### config.mk
export PLATFORM = sky130hd
export DESIGN_NAME = decode_pipe_ctrl
export DESIGN_NICKNAME = d
export VERILOG_FILES = /design/src/rtl/decode_pipe_ctrl.sv
export SDC_FILE = /design/constraint.sdc
export NUM_CORES = 1
export LEC_CHECK = 0
export BUFFER_PORTS_ARGS = -buffer_cell sky130_fd_sc_hd__buf_4
export CAP_MARGIN = 20
export CORE_UTILIZATION = 30
export DETAILED_ROUTE_END_ITERATION = 16
export GPL_TIMING_DRIVEN = 1
export SLEW_MARGIN = 20
export SYNTH_ARGS = -nofsm -noshare
export SYNTH_HDL_FRONTEND = slang
export SYNTH_SLANG_ARGS = --single-unit
### constraint.sdc
create_clock -name clock -period 2.9 [get_ports clock]
set_input_delay 0.29 -clock clock [delete_from_list [all_inputs] [get_ports clock]]
set_output_delay 0.29 -clock clock [all_outputs]
set_load 0.005 [all_outputs]
### src/rtl/decode_pipe_ctrl.sv
// ---------------------------------------------------------------------------
// decode_pipe_ctrl
//
// Registered instruction-decode stage sitting on the ID/EX boundary.
// An incoming instruction word is decoded combinationally and, when the
// stage accepts it, the decoded control flags, register fields and
// sign-extended immediate are captured in a single output register.
// Load-use hazards against the instruction currently held in that register
// are resolved by inserting exactly one bubble. Two saturating debug
// counters record inserted bubbles and accepted illegal opcodes.
//
// Handshake (both sides): a transfer happens on a rising clock edge where
// valid and ready are both 1. A producer holding valid=1 keeps its payload
// stable until that edge. On the input side, in_ready never depends on
// in_insn except through the hazard compare.
//
// Ports
//   clock           rising-edge clock
//   reset           synchronous, active-high reset
//   flush           synchronous flush: empties the stage, drops the input
//   in_valid        upstream instruction valid
//   in_insn         upstream instruction word
//   in_ready        stage accepts in_insn this cycle
//   out_valid       output register holds a decoded instruction
//   out_ready       downstream accepts the output this cycle
//   out_is_alu/addi/sw/lw   opcode flags
//   out_is_illegal  opcode not in the supported set
//   out_wren        instruction writes register rd
//   out_rd/rs/rt    register address fields
//   out_shamt       shift amount field
//   out_aluop       ALU sub-operation field
//   out_imm_sx      immediate, sign-extended to INSN_W
//   stall_cnt       load-use bubbles inserted (saturating)
//   illegal_cnt     illegal instructions accepted (saturating)
// ---------------------------------------------------------------------------
module decode_pipe_ctrl #(
    parameter int INSN_W = 32,
    parameter int OPC_W  = 5,
    parameter int REG_W  = 5,
    parameter int IMM_W  = 17,
    parameter int CNT_W  = 16
) (
    input  logic              clock,
    input  logic              reset,
    input  logic              flush,

    input  logic              in_valid,
    input  logic [INSN_W-1:0] in_insn,
    output logic              in_ready,

    output logic              out_valid,
    input  logic              out_ready,
    output logic              out_is_alu,
    output logic              out_is_addi,
    output logic              out_is_sw,
    output logic              out_is_lw,
    output logic              out_is_illegal,
    output logic              out_wren,
    output logic [REG_W-1:0]  out_rd,
    output logic [REG_W-1:0]  out_rs,
    output logic [REG_W-1:0]  out_rt,
    output logic [4:0]        out_shamt,
    output logic [4:0]        out_aluop,
    output logic [INSN_W-1:0] out_imm_sx,

    output logic [CNT_W-1:0]  stall_cnt,
    output logic [CNT_W-1:0]  illegal_cnt
);

    // -----------------------------------------------------------------------
    // Field layout: opcode at the top, then rd, rs, rt packed downwards.
    // -----------------------------------------------------------------------
    localparam int OPC_LSB = INSN_W - OPC_W;
    localparam int RD_LSB  = OPC_LSB - REG_W;
    localparam int RS_LSB  = RD_LSB - REG_W;
    localparam int RT_LSB  = RS_LSB - REG_W;

    localparam logic [OPC_W-1:0] OPC_ALU  = OPC_W'(5'b00000);
    localparam logic [OPC_W-1:0] OPC_ADDI = OPC_W'(5'b00101);
    localparam logic [OPC_W-1:0] OPC_SW   = OPC_W'(5'b00111);
    localparam logic [OPC_W-1:0] OPC_LW   = OPC_W'(5'b01000);

    // -----------------------------------------------------------------------
    // Output register (the stage's only storage besides the counters)
    // -----------------------------------------------------------------------
    logic              r_valid;
    logic              r_is_alu;
    logic              r_is_addi;
    logic              r_is_sw;
    logic              r_is_lw;
    logic              r_is_illegal;
    logic              r_wren;
    logic [REG_W-1:0]  r_rd;
    logic [REG_W-1:0]  r_rs;
    logic [REG_W-1:0]  r_rt;
    logic [4:0]        r_shamt;
    logic [4:0]        r_aluop;
    logic [INSN_W-1:0] r_imm_sx;
    logic [CNT_W-1:0]  r_stall_cnt;
    logic [CNT_W-1:0]  r_illegal_cnt;

    // -----------------------------------------------------------------------
    // Combinational decode of the incoming word
    // -----------------------------------------------------------------------
    logic [OPC_W-1:0]  w_opc;
    logic [REG_W-1:0]  w_rd;
    logic [REG_W-1:0]  w_rs;
    logic [REG_W-1:0]  w_rt;
    logic [4:0]        w_shamt;
    logic [4:0]        w_aluop;
    logic [INSN_W-1:0] w_imm_sx;

    logic w_dec_alu;
    logic w_dec_addi;
    logic w_dec_sw;
    logic w_dec_lw;
    logic w_dec_illegal;
    logic w_dec_wren;

    always_comb begin
        w_opc    = in_insn[INSN_W-1 -: OPC_W];
        w_rd     = in_insn[RD_LSB +: REG_W];
        w_rs     = in_insn[RS_LSB +: REG_W];
        w_rt     = in_insn[RT_LSB +: REG_W];
        w_shamt  = in_insn[11:7];
        w_aluop  = in_insn[6:2];
        w_imm_sx = {{(INSN_W-IMM_W){in_insn[IMM_W-1]}}, in_insn[IMM_W-1:0]};

        w_dec_alu     = (w_opc == OPC_ALU);
        w_dec_addi    = (w_opc == OPC_ADDI);
        w_dec_sw      = (w_opc == OPC_SW);
        w_dec_lw      = (w_opc == OPC_LW);
        w_dec_illegal = ~(w_dec_alu | w_dec_addi | w_dec_sw | w_dec_lw);

        // Writes to r0 are architecturally discarded, so they never count
        // as a register write.
        w_dec_wren = (w_dec_alu | w_dec_addi | w_dec_lw) & (w_rd != '0);
    end

    // -----------------------------------------------------------------------
    // Load-use hazard detection
    //
    // Only a valid lw with a non-zero destination can create a hazard. The
    // incoming instruction is compared on the registers it actually reads:
    // sw reads rd as its store-data source, illegal words read nothing.
    // -----------------------------------------------------------------------
    logic w_hit_rs;
    logic w_hit_rt;
    logic w_hit_rd;
    logic w_src_hit;
    logic w_hazard;
    logic w_adv;
    logic w_in_ready;
    logic w_accept;
    logic w_stall_inc;
    logic w_illegal_inc;

    always_comb begin
        w_hit_rs = (w_rs == r_rd);
        w_hit_rt = (w_rt == r_rd);
        w_hit_rd = (w_rd == r_rd);

        w_src_hit = (w_dec_alu               & (w_hit_rs | w_hit_rt))
                  | ((w_dec_addi | w_dec_lw) &  w_hit_rs)
                  | (w_dec_sw                & (w_hit_rs | w_hit_rd));

        w_hazard = r_valid & r_is_lw & (r_rd != '0) & in_valid & w_src_hit;

        // The output register can take a new value when it is empty or
        // being drained this cycle.
        w_adv      = ~r_valid | out_ready;
        w_in_ready = w_adv & ~w_hazard & ~flush;
        w_accept   = in_valid & w_in_ready;

        // A bubble is only "inserted" when the register actually advances;
        // a hazard under backpressure costs nothing extra.
        w_stall_inc   = w_hazard & w_adv & ~flush;
        w_illegal_inc = w_accept & w_dec_illegal;
    end

    // -----------------------------------------------------------------------
    // Output register and debug counters
    // -----------------------------------------------------------------------
    always_ff @(posedge clock) begin
        if (reset) begin
            r_valid       <= 1'b0;
            r_is_alu      <= 1'b0;
            r_is_addi     <= 1'b0;
            r_is_sw       <= 1'b0;
            r_is_lw       <= 1'b0;
            r_is_illegal  <= 1'b0;
            r_wren        <= 1'b0;
            r_rd          <= '0;
            r_rs          <= '0;
            r_rt          <= '0;
            r_shamt       <= '0;
            r_aluop       <= '0;
            r_imm_sx      <= '0;
            r_stall_cnt   <= '0;
            r_illegal_cnt <= '0;
        end else begin
            if (flush) begin
                r_valid <= 1'b0;
            end else if (w_adv) begin
                // No accept while advancing means a bubble moves in. The
                // data fields are left as they were: they are don't-care
                // while r_valid is 0.
                r_valid <= w_accept;
                if (w_accept) begin
                    r_is_alu     <= w_dec_alu;
                    r_is_addi    <= w_dec_addi;
                    r_is_sw      <= w_dec_sw;
                    r_is_lw      <= w_dec_lw;
                    r_is_illegal <= w_dec_illegal;
                    r_wren       <= w_dec_wren;
                    r_rd         <= w_rd;
                    r_rs         <= w_rs;
                    r_rt         <= w_rt;
                    r_shamt      <= w_shamt;
                    r_aluop      <= w_aluop;
                    r_imm_sx     <= w_imm_sx;
                end
            end

            // Saturate at all-ones instead of wrapping.
            if (w_stall_inc && (r_stall_cnt != '1)) begin
                r_stall_cnt <= r_stall_cnt + CNT_W'(1);
            end
            if (w_illegal_inc && (r_illegal_cnt != '1)) begin
                r_illegal_cnt <= r_illegal_cnt + CNT_W'(1);
            end
        end
    end

    // -----------------------------------------------------------------------
    // Outputs
    // -----------------------------------------------------------------------
    assign in_ready       = w_in_ready;
    assign out_valid      = r_valid;
    assign out_is_alu     = r_is_alu;
    assign out_is_addi    = r_is_addi;
    assign out_is_sw      = r_is_sw;
    assign out_is_lw      = r_is_lw;
    assign out_is_illegal = r_is_illegal;
    assign out_wren       = r_wren;
    assign out_rd         = r_rd;
    assign out_rs         = r_rs;
    assign out_rt         = r_rt;
    assign out_shamt      = r_shamt;
    assign out_aluop      = r_aluop;
    assign out_imm_sx     = r_imm_sx;
    assign stall_cnt      = r_stall_cnt;
    assign illegal_cnt    = r_illegal_cnt;

endmodule

==> results of run 1 <==
==> placed cells by master (no fill, tap or decap), drive strengths merged, types with 4 or more instances in the layout <==
master  count
nand4      12
xor2       12
nor4        4
o31ai       7
nand3      18
or4        12
nor2       29
and3        6
o211ai     28
or3         4
nor2b      10
nor3       12
nand2      16
xnor2      14
o21ai      38
mux2        6
buf       141
clkbuf     14
dfxtp      66
nor3b       6
inv         4
a21oi      42
==> layer usage <==
metal | track usage (%) | up-vias | part of all wire [%]
li1 | - | 1738 | -
met1 | 20.2 | 1664 | 43
met2 | 27.6 | 132 | 48
met3 | 5.58 | 10 | 7.3
met4 | 6.93 | 0 | 1.3
met5 | 0 | - | 0
==> through the flow <==
| step | cells | power [mW] | instance area, µm² |
|---|---|---|---|
| detailed placement | 653 | 1.20 | 4460 |
| finish | 669 | 2.27 | 4760 |
| floorplan | 429 | 1.08 | 3540 |
| global route | 669 | 2.38 | 4760 |
| global placement | 653 | 1.19 | 4460 |
| CTS | 669 | 2.30 | 4760 |
==> power by group <==
part	total, mW	internal, mW	switching [mW]	leakage, nW
Combinational	0.224	0.117	0.106	1.18
Sequential	0.952	0.929	0.0234	0.535
Clock	1.09	0.712	0.383	0.147
==> worst paths after layout <==
path | end | slack [ns] | cells past startpoint
worst max-delay path | in_ready | 0.22 | 7
worst min-delay path | out_valid | 0.15 | 2
worst max register to register | stall_cnt[5] | 0.45 | 7
worst min register to register | out_imm_sx[1] | 0.48 | 2
==> final cells by class <==
cell class	count	area, µm²
Tap cell	143	179
Clock inverter	2	35.0
Multi-Input combinational cell	299	1890
Sequential cell	66	1320
Inverter	4	15.0
Timing Repair Buffer	141	1060
Clock buffer	14	264
Fill cell	1161	6710
==> synth_stat cells, types with 2 or more instances <==
| cell type | n | area, µm² |
|---|---|---|
| nor4_1 | 3 | 18.8 |
| inv_1 | 4 | 15.0 |
| nand4_1 | 12 | 75.1 |
| a21oi_1 | 42 | 210 |
| and3_1 | 6 | 37.5 |
| nand3_1 | 18 | 90.1 |
| nand2_1 | 16 | 60.1 |
| o31ai_1 | 7 | 52.6 |
| or3_1 | 4 | 25.0 |
| mux2_2 | 6 | 67.6 |
| nor3_1 | 12 | 60.1 |
| clkbuf_1 | 26 | 97.6 |
| dfxtp_1 | 66 | 1320 |
| nor3b_1 | 6 | 45.0 |
| xor2_1 | 12 | 105 |
| nor2b_1 | 10 | 62.6 |
| mux2i_1 | 2 | 20.0 |
| xnor2_1 | 14 | 123 |
| o211ai_1 | 28 | 210 |
| ha_1 | 2 | 25.0 |
| or4_1 | 11 | 82.6 |
| and2_1 | 3 | 18.8 |
| nor2_1 | 29 | 109 |
| buf_4 | 30 | 225 |
| o21ai_0 | 38 | 190 |
| o41ai_1 | 3 | 26.3 |
| buf_2 | 3 | 15.0 |
==> sequential cells by signal (all words and copies together) (netlist names) <==
| name | cells |
|---|---|
| illegal_cnt | 16 |
| stall_cnt | 16 |
| out_rd | 5 |
| out_rs | 5 |
| out_rt | 5 |
| out_aluop | 4 |
| out_imm_sx | 4 |
| out_shamt | 4 |
| out_is_addi | 1 |
| out_is_alu | 1 |
| out_is_illegal | 1 |
| out_is_lw | 1 |
| out_is_sw | 1 |
| out_valid | 1 |
| out_wren | 1 |
==> cells by family (layout without fill, tap and decap cells) <==
family	Yosys count	count (layout)
adders and majority gates	2	2
AOI/OAI and AO/OA	126	126
and+or+nand+nor	137	137
DFF	66	66
muxes	8	8
xor gates and xnor gates	26	26
buffers and inverters	64	161
==> worst max-delay path: stages, from the launching register on <==
cell and delay, ns:
dfxtp_1 0.47, xnor2_1 0.15, nand3_1 0.09, or4_1 0.53
o211a_2 0.32, nor2_1 0.27, nor2_1 0.07, buf_4 0.14
==> results.cfg, run 1 <==
[floorplan]
dieWidth_um = 111
ios = 134
row_count = 39
die-area_um2 = 12300
die_h_um = 111
start_util_pct = 30.9
coreArea_um2 = 11500

[synth]
synth-xor-area-share_pct = 6.42
synth.avg_cell_area_um2 = 8.26
synth_top_family_by_area = compound AO/OA/AOI/OAI gates
synth_compound_area_share_pct = 21.5
synth_cell_type_count = 43
synthAdderAreaFrac_pct = 0.706
synth-async-reset-ratio_pct = 0
synth-seq-area-share_pct = 37.3
synth_mux_area_share_pct = 2.47
synth-simple-area-share_pct = 21.3
syn_nets = 468
synth_cells = 429
synth_area_um2 = 3540
yosys_warnings = 0
synth-edff-count = 0
ys_ff_latch = 66
synth-main-ff-cell = dfxtp_1

[routing]
via_per_inst = 5.30
first_iter_violations = 220
drc = 0
drt-total-wl_um = 10400
firstDrtPassIters = 4
avgRoutedWirePerCell_um = 15.6
final_antenna_net_count = 0
dr_total_vias = 3544

[global_route]
antenna_found_initial = 0
grt_max_degree = 77
overflow = 0
first_global_vias = 3255
track_usage_pct = 16.8
grt_pass1_wl_um = 16600

[power_and_ir_drop]
irDropWorstVdd_v = 0.000217
leakage_nw = 1.86
powerDensity_nw_per_um2 = 477

[cells_and_area]
syn2layout_area_growth_pct = 34.3
post-route-util_pct = 41.5
drive_above_1_share_pct = 31.7
antenna_cells = 0
nNetsFinal = 560

[timing]
fin_crit_sh_pct = 92.3
slew_headroom_pct = 47.3
rsz0062_at_grt = no
fmax_mhz = 373
fin_skew_ns = 0.00530
whs_ns = 0.149
finalHoldViolCount = 0
final_max_slew_viol_count = 0
worst_slack_ns = 0.222
tns_ns = 0
tightest_slew_ns = 0.785
setup_violations = 0
fin_crit_ns = 2.68

[hold_path]
min_from = flush
min_path_type = in2reg

[worst_setup_path]
path_max_fanout = 30
cp-start-kind = register
crit_type = reg2out
cp_data_arrival_time_ns = 2.39
reg2reg_from = stall_cnt[0]
end_kind = output port
crit_required_ns = 2.61
critPathLaunch = out_rd[3]

[clock_network]
clk_path_buf_depth = 2
cts_tree = yes
cts_resized = 0
clock-sinks = 66
path_clk_slew_ns = 0.05
h-tree-depth = 3
clock_latency_ns = 0.33
cts_setup_buffers = 0
cts-root-buf = clkbuf_16
numCtsBuffers = 9
hold_buffers = 0

[place]
pre_cts_slack_ns = 0.392
portBuffers = 133
gp_congestion = 0.818
dp_hpwl_um = 7520

[flow_run]
cap_violations = 0

[run_status]
status = finished clean
(Power assumes the default switching activity.)
==> inputs of run 2 (changes only) <==
- CORE_UTILIZATION: 30 -> 49
- PLACE_DENSITY: unset -> 0.8
- SLEW_MARGIN: 20 -> unset
==> results.cfg, run 2 (synthesis gave the netlist of run 1 again) <==
[worst_setup_path]
path_max_fanout = 32
crit_path_max_incr_delay_ns = 0.54
cp-start-kind = register
worstPathCellList = xnor2_1 > nand3_1 > or4_1 > o211a_2 > nor2_1 > nor2_1 > buf_4
r2r-end = stall_cnt[11]
rrSetupSlack_ns = 0.47
reg2reg_from = stall_cnt[0]
critPathBufInv = 1
end_kind = output port
critPathSlowestCell = or4_1
crit_top_cell = nor2_1
crit_type = reg2out
cp_data_arrival_time_ns = 2.48
r2r_cells = 7
crit_required_ns = 2.61
cpLargestDelayFamily = simple AND/OR/NAND/NOR gates
path_depth = 7

[clock_network]
cts_resized = 0
cts-root-buf = clkbuf_8
hold_buffers = 0
cts_tree = yes
h-tree-depth = 3
path_clk_slew_ns = 0.07
clk_path_buf_depth = 2
numCtsBuffers = 9
clock_latency_ns = 0.35
clock-sinks = 66
cts_setup_buffers = 0

[cells_and_area]
final_cells = 620
final_common_cell = buf_4
syn2layout_area_growth_pct = 28.6
drive_above_1_share_pct = 31.7
nNetsFinal = 558
antenna_cells = 0
layout_common_cells = 139 x buf_4, 66 x dfxtp_1, 41 x a21oi_1

[power_and_ir_drop]
irDropWorstVdd_v = 0.000270
powerDensity_nw_per_um2 = 415
leakage_nw = 1.80

[hold_path]
holdPathEnd = out_valid
min_path_type = in2reg
whs_path_depth = 2
min_from = flush

[floorplan]
die-area_um2 = 7580
ios = 134
row_count = 30
die_h_um = 87.1
coreArea_um2 = 6910
start_util_pct = 51.3
dieWidth_um = 87.1

[place]
pre_cts_slack_ns = 0.384
placed_cells = 604
portBuffers = 133
dp_hpwl_um = 6510
gp_congestion = 0.817

[routing]
avgRoutedWirePerCell_um = 15.4
dr_total_vias = 3555
final_antenna_net_count = 0
first_iter_violations = 259
drc = 0
via_per_inst = 5.73
drt-total-wl_um = 9520
firstDrtPassIters = 4

[timing]
fmax_mhz = 360
final_max_slew_viol_count = 0
setup_violations = 0
fin_skew_ns = 0.00743
tightest_slew_ns = 0.808
finalHoldViolCount = 0
rsz0062_at_grt = no
worst_slack_ns = 0.126
slew_headroom_pct = 45.7
fin_crit_sh_pct = 95.7
tns_ns = 0
whs_ns = 0.115
fin_crit_ns = 2.77

[global_route]
track_usage_pct = 24.7
grt_pass1_wl_um = 14700
antenna_found_initial = 0
grt_max_degree = 77
first_global_vias = 3188
overflow = 0

[flow_run]
cap_violations = 0

[run_status]
status = finished clean
[run 2: changes by cell type in the layout (fill, tap and decap cells not counted), sizes merged]
cell,change
buf,-2
bufinv,-1
clkinv,+1
[run 2: layout make-up]
| class | count | area, µm² |
|---|---|---|
| multi-input cells | 299 | 1880 |
| well taps | 96 | 120 |
| clock inverters | 2 | 10.0 |
| fillers | 605 | 2350 |
| inverters | 4 | 15.0 |
| flip-flops and latches | 66 | 1320 |
| clock buffers | 14 | 173 |
| repair buffers | 139 | 1040 |
[run 2: metal layers]
metal | share of wire [%] | wire length (µm) | up-vias | track usage (%)
met3 | 6.0 | 573 | 9 | 5.50
met4 | 1.2 | 114 | 0 | 9.55
met2 | 47 | 4470 | 116 | 40.6
met1 | 46 | 4360 | 1711 | 31.5
met5 | 0 | 0 | - | 0
li1 | - | - | 1719 | -
[run 2: worst register-to-register path, stage by stage (launching register included)]
cell     delay [ns]
dfxtp_1        0.36
ha_1           0.23
and3_1         0.19
and3_1         0.20
nand4_1        0.17
nand3_1        0.41
or4_1          0.62
a21oi_1        0.18
[run 2: through the flow]
step,area [µm²],power (mW),util (%)
3_3_place_gp,4380,1.18,63.4
4_1_cts,4560,1.91,66.0
5_1_grt,4560,1.96,66.0
3_5_place_dp,4380,1.19,63.4
6_report,4560,1.89,66.0
2_1_floorplan,3540,1.08,-
[run 2: worst max path at each step]
stage                      from            end
finish                out_rd[2]       in_ready
global placement    in_insn[31]  stall_cnt[13]
detailed placement  in_insn[31]  stall_cnt[13]
CTS                   out_rd[2]       in_ready
global route          out_rd[3]       in_ready
floorplan             out_rd[4]  stall_cnt[13]
[run 2: power by group]
part | internal [mW] | switching [mW]
Clock | 0.379 | 0.346
Combinational | 0.116 | 0.102
Sequential | 0.927 | 0.0226
==> inputs of run 3 (changes only) <==
--- a/config.mk
+++ b/config.mk
@@ -11,5 +11,5 @@
 export DETAILED_ROUTE_END_ITERATION = 16
 export GPL_TIMING_DRIVEN = 1
-export PLACE_DENSITY = 0.8
+export PLACE_DENSITY = 0.77
 export SYNTH_ARGS = -nofsm -noshare
 export SYNTH_HDL_FRONTEND = slang
==> constraint.sdc (replaced) <==
create_clock -name clock -period 2.9 [get_ports clock]
set_input_delay 0 -clock clock [delete_from_list [all_inputs] [get_ports clock]]
set_output_delay 0 -clock clock [all_outputs]
set_load 0.005 [all_outputs]
==> results.cfg, run 3 (synthesis gave the netlist of run 1 again) <==
[run_status]
status = finished clean

[floorplan]
die-area_um2 = 7580
start_util_pct = 51.3
dieWidth_um = 87.1
die_h_um = 87.1
row_count = 30
coreArea_um2 = 6910
ios = 134

[hold_path]
whs_path_depth = 4
min_from = in_insn[29]
min_path_type = in2reg
holdPathEnd = out_is_lw

[clock_network]
path_clk_slew_ns = 0.07
numCtsBuffers = 9
clk_path_buf_depth = 2
clock_latency_ns = 0.34
clock-sinks = 66
cts-root-buf = clkbuf_8
cts_resized = 0
cts_setup_buffers = 0
hold_buffers = 30
cts_tree = yes
h-tree-depth = 3

[flow_run]
cap_violations = 0

[worst_setup_path]
crit_top_cell = nor2_1
end_kind = output port
cp-start-kind = input pin
critPathSlowestCell = o211a_2
worstPathCellList = dlygate4sd3_1 > buf_4 > nor4_1 > nor2_1 > o211a_2 > nor2_1 > nor2_1 > buf_4
crit_type = in2out
rrSetupSlack_ns = 0.43
reg2reg_from = out_rd[0]
crit_required_ns = 2.90
path_max_fanout = 43
crit_path_max_incr_delay_ns = 0.58
r2r-end = stall_cnt[13]
r2r_cells = 6
cpLargestDelayFamily = simple AND/OR/NAND/NOR gates
critPathBufInv = 3
cp_data_arrival_time_ns = 2.65

[timing]
tightest_slew_ns = 0.841
fin_crit_sh_pct = 91.5
fmax_mhz = 377
finalHoldViolCount = 0
setup_violations = 0
tns_ns = 0
fin_crit_ns = 2.65
fin_skew_ns = 0.00899
slew_headroom_pct = 44.0
final_max_slew_viol_count = 0
rsz0062_at_grt = no

[power_and_ir_drop]
leakage_nw = 1.92
powerDensity_nw_per_um2 = 403
irDropWorstVdd_v = 0.000292

[cells_and_area]
final_common_cell = buf_4
nNetsFinal = 588
final_cells = 649
layout_common_cells = 139 x buf_4, 66 x dfxtp_1, 41 x a21oi_1
drive_above_1_share_pct = 29.8
antenna_cells = 0
syn2layout_area_growth_pct = 37.2
fill_cells = 577

[routing]
avgRoutedWirePerCell_um = 15.0
first_iter_violations = 275
final_antenna_net_count = 0
firstDrtPassIters = 4
via_per_inst = 5.58
drt-total-wl_um = 9760
dr_total_vias = 3622
drc = 0

[global_route]
grtUsageMet3_pct = 4.74
top_usage_layer = met2
track_usage_pct = 25.7
grt_max_degree = 77
use_met1_pct = 33.5
use_met2_pct = 41.0
antenna_found_initial = 0
first_global_vias = 3195
grt_pass1_wl_um = 15200
overflow = 0

[place]
gp_congestion = 0.813
placed_cells = 604
dp_hpwl_um = 6340
portBuffers = 133
## run 3: changes by cell type in the layout (fill, tap and decap cells not counted), sizes merged
cell         before  now
bufinv            0    1
clkbuf           14   12
dlygate4sd3       0   30
## run 3: how the worst max path moves through the flow
stage / endpoint / from / slack [ns] / cells after the start
after floorplan: stall_cnt[13] / out_rd[4] / 0.74 / 7
after global placement: stall_cnt[13] / out_rd[3] / 0.50 / 6
after detailed placement: stall_cnt[13] / out_rd[0] / 0.45 / 6
after CTS: in_ready / in_insn[28] / 0.28 / 8
after global routing: in_ready / in_insn[28] / 0.11 / 8
final: in_ready / in_insn[28] / 0.25 / 8
## run 3: area by class of cell
class                           instances  area, µm²  share of cell area [%]
Multi-Input combinational cell        299       1880                    38.6
Sequential cell                        66       1320                    27.2
Timing Repair Buffer                  169       1340                    27.6
Clock buffer                           12        145                    2.99
Tap cell                               96        120                    2.47
Clock inverter                          3       40.0                   0.823
Inverter                                4       15.0                   0.309
## run 3: tightest hold or removal path, stage by stage
cell       delay, ns
buf_4           0.10
nor4_1          0.07
o2111ai_1       0.10
a21oi_1         0.07
## run 3: routing by layer
| layer | routed length (µm) | part of all wire [%] |
|---|---|---|
| met5 | 0 | 0 |
| met4 | 165 | 1.7 |
| met3 | 612 | 6.3 |
| met2 | 4710 | 48 |
| met1 | 4270 | 44 |
## run 3: stage by stage
stage	total power [mW]	setup WS [ns]	cell area [µm²]	utilization, %	hold WS, ns
6_report	1.96	0.247	4860	70.4	0.0464
4_1_cts	1.97	0.276	4860	70.4	0.0352
5_1_grt	2.04	0.106	4860	70.4	0.0566
2_1_floorplan	1.08	0.745	3540	-	0.0785
3_3_place_gp	1.18	0.504	4380	63.4	0.183
3_5_place_dp	1.19	0.446	4380	63.4	0.182
## run 3: where the power goes
| part | switching, mW | leakage, nW | internal [mW] |
|---|---|---|---|
| combinational | 0.111 | 1.29 | 0.142 |
| sequential | 0.0219 | 0.535 | 0.927 |
| clock | 0.342 | 0.0962 | 0.414 |
| total | 0.475 | 1.92 | 1.48 |
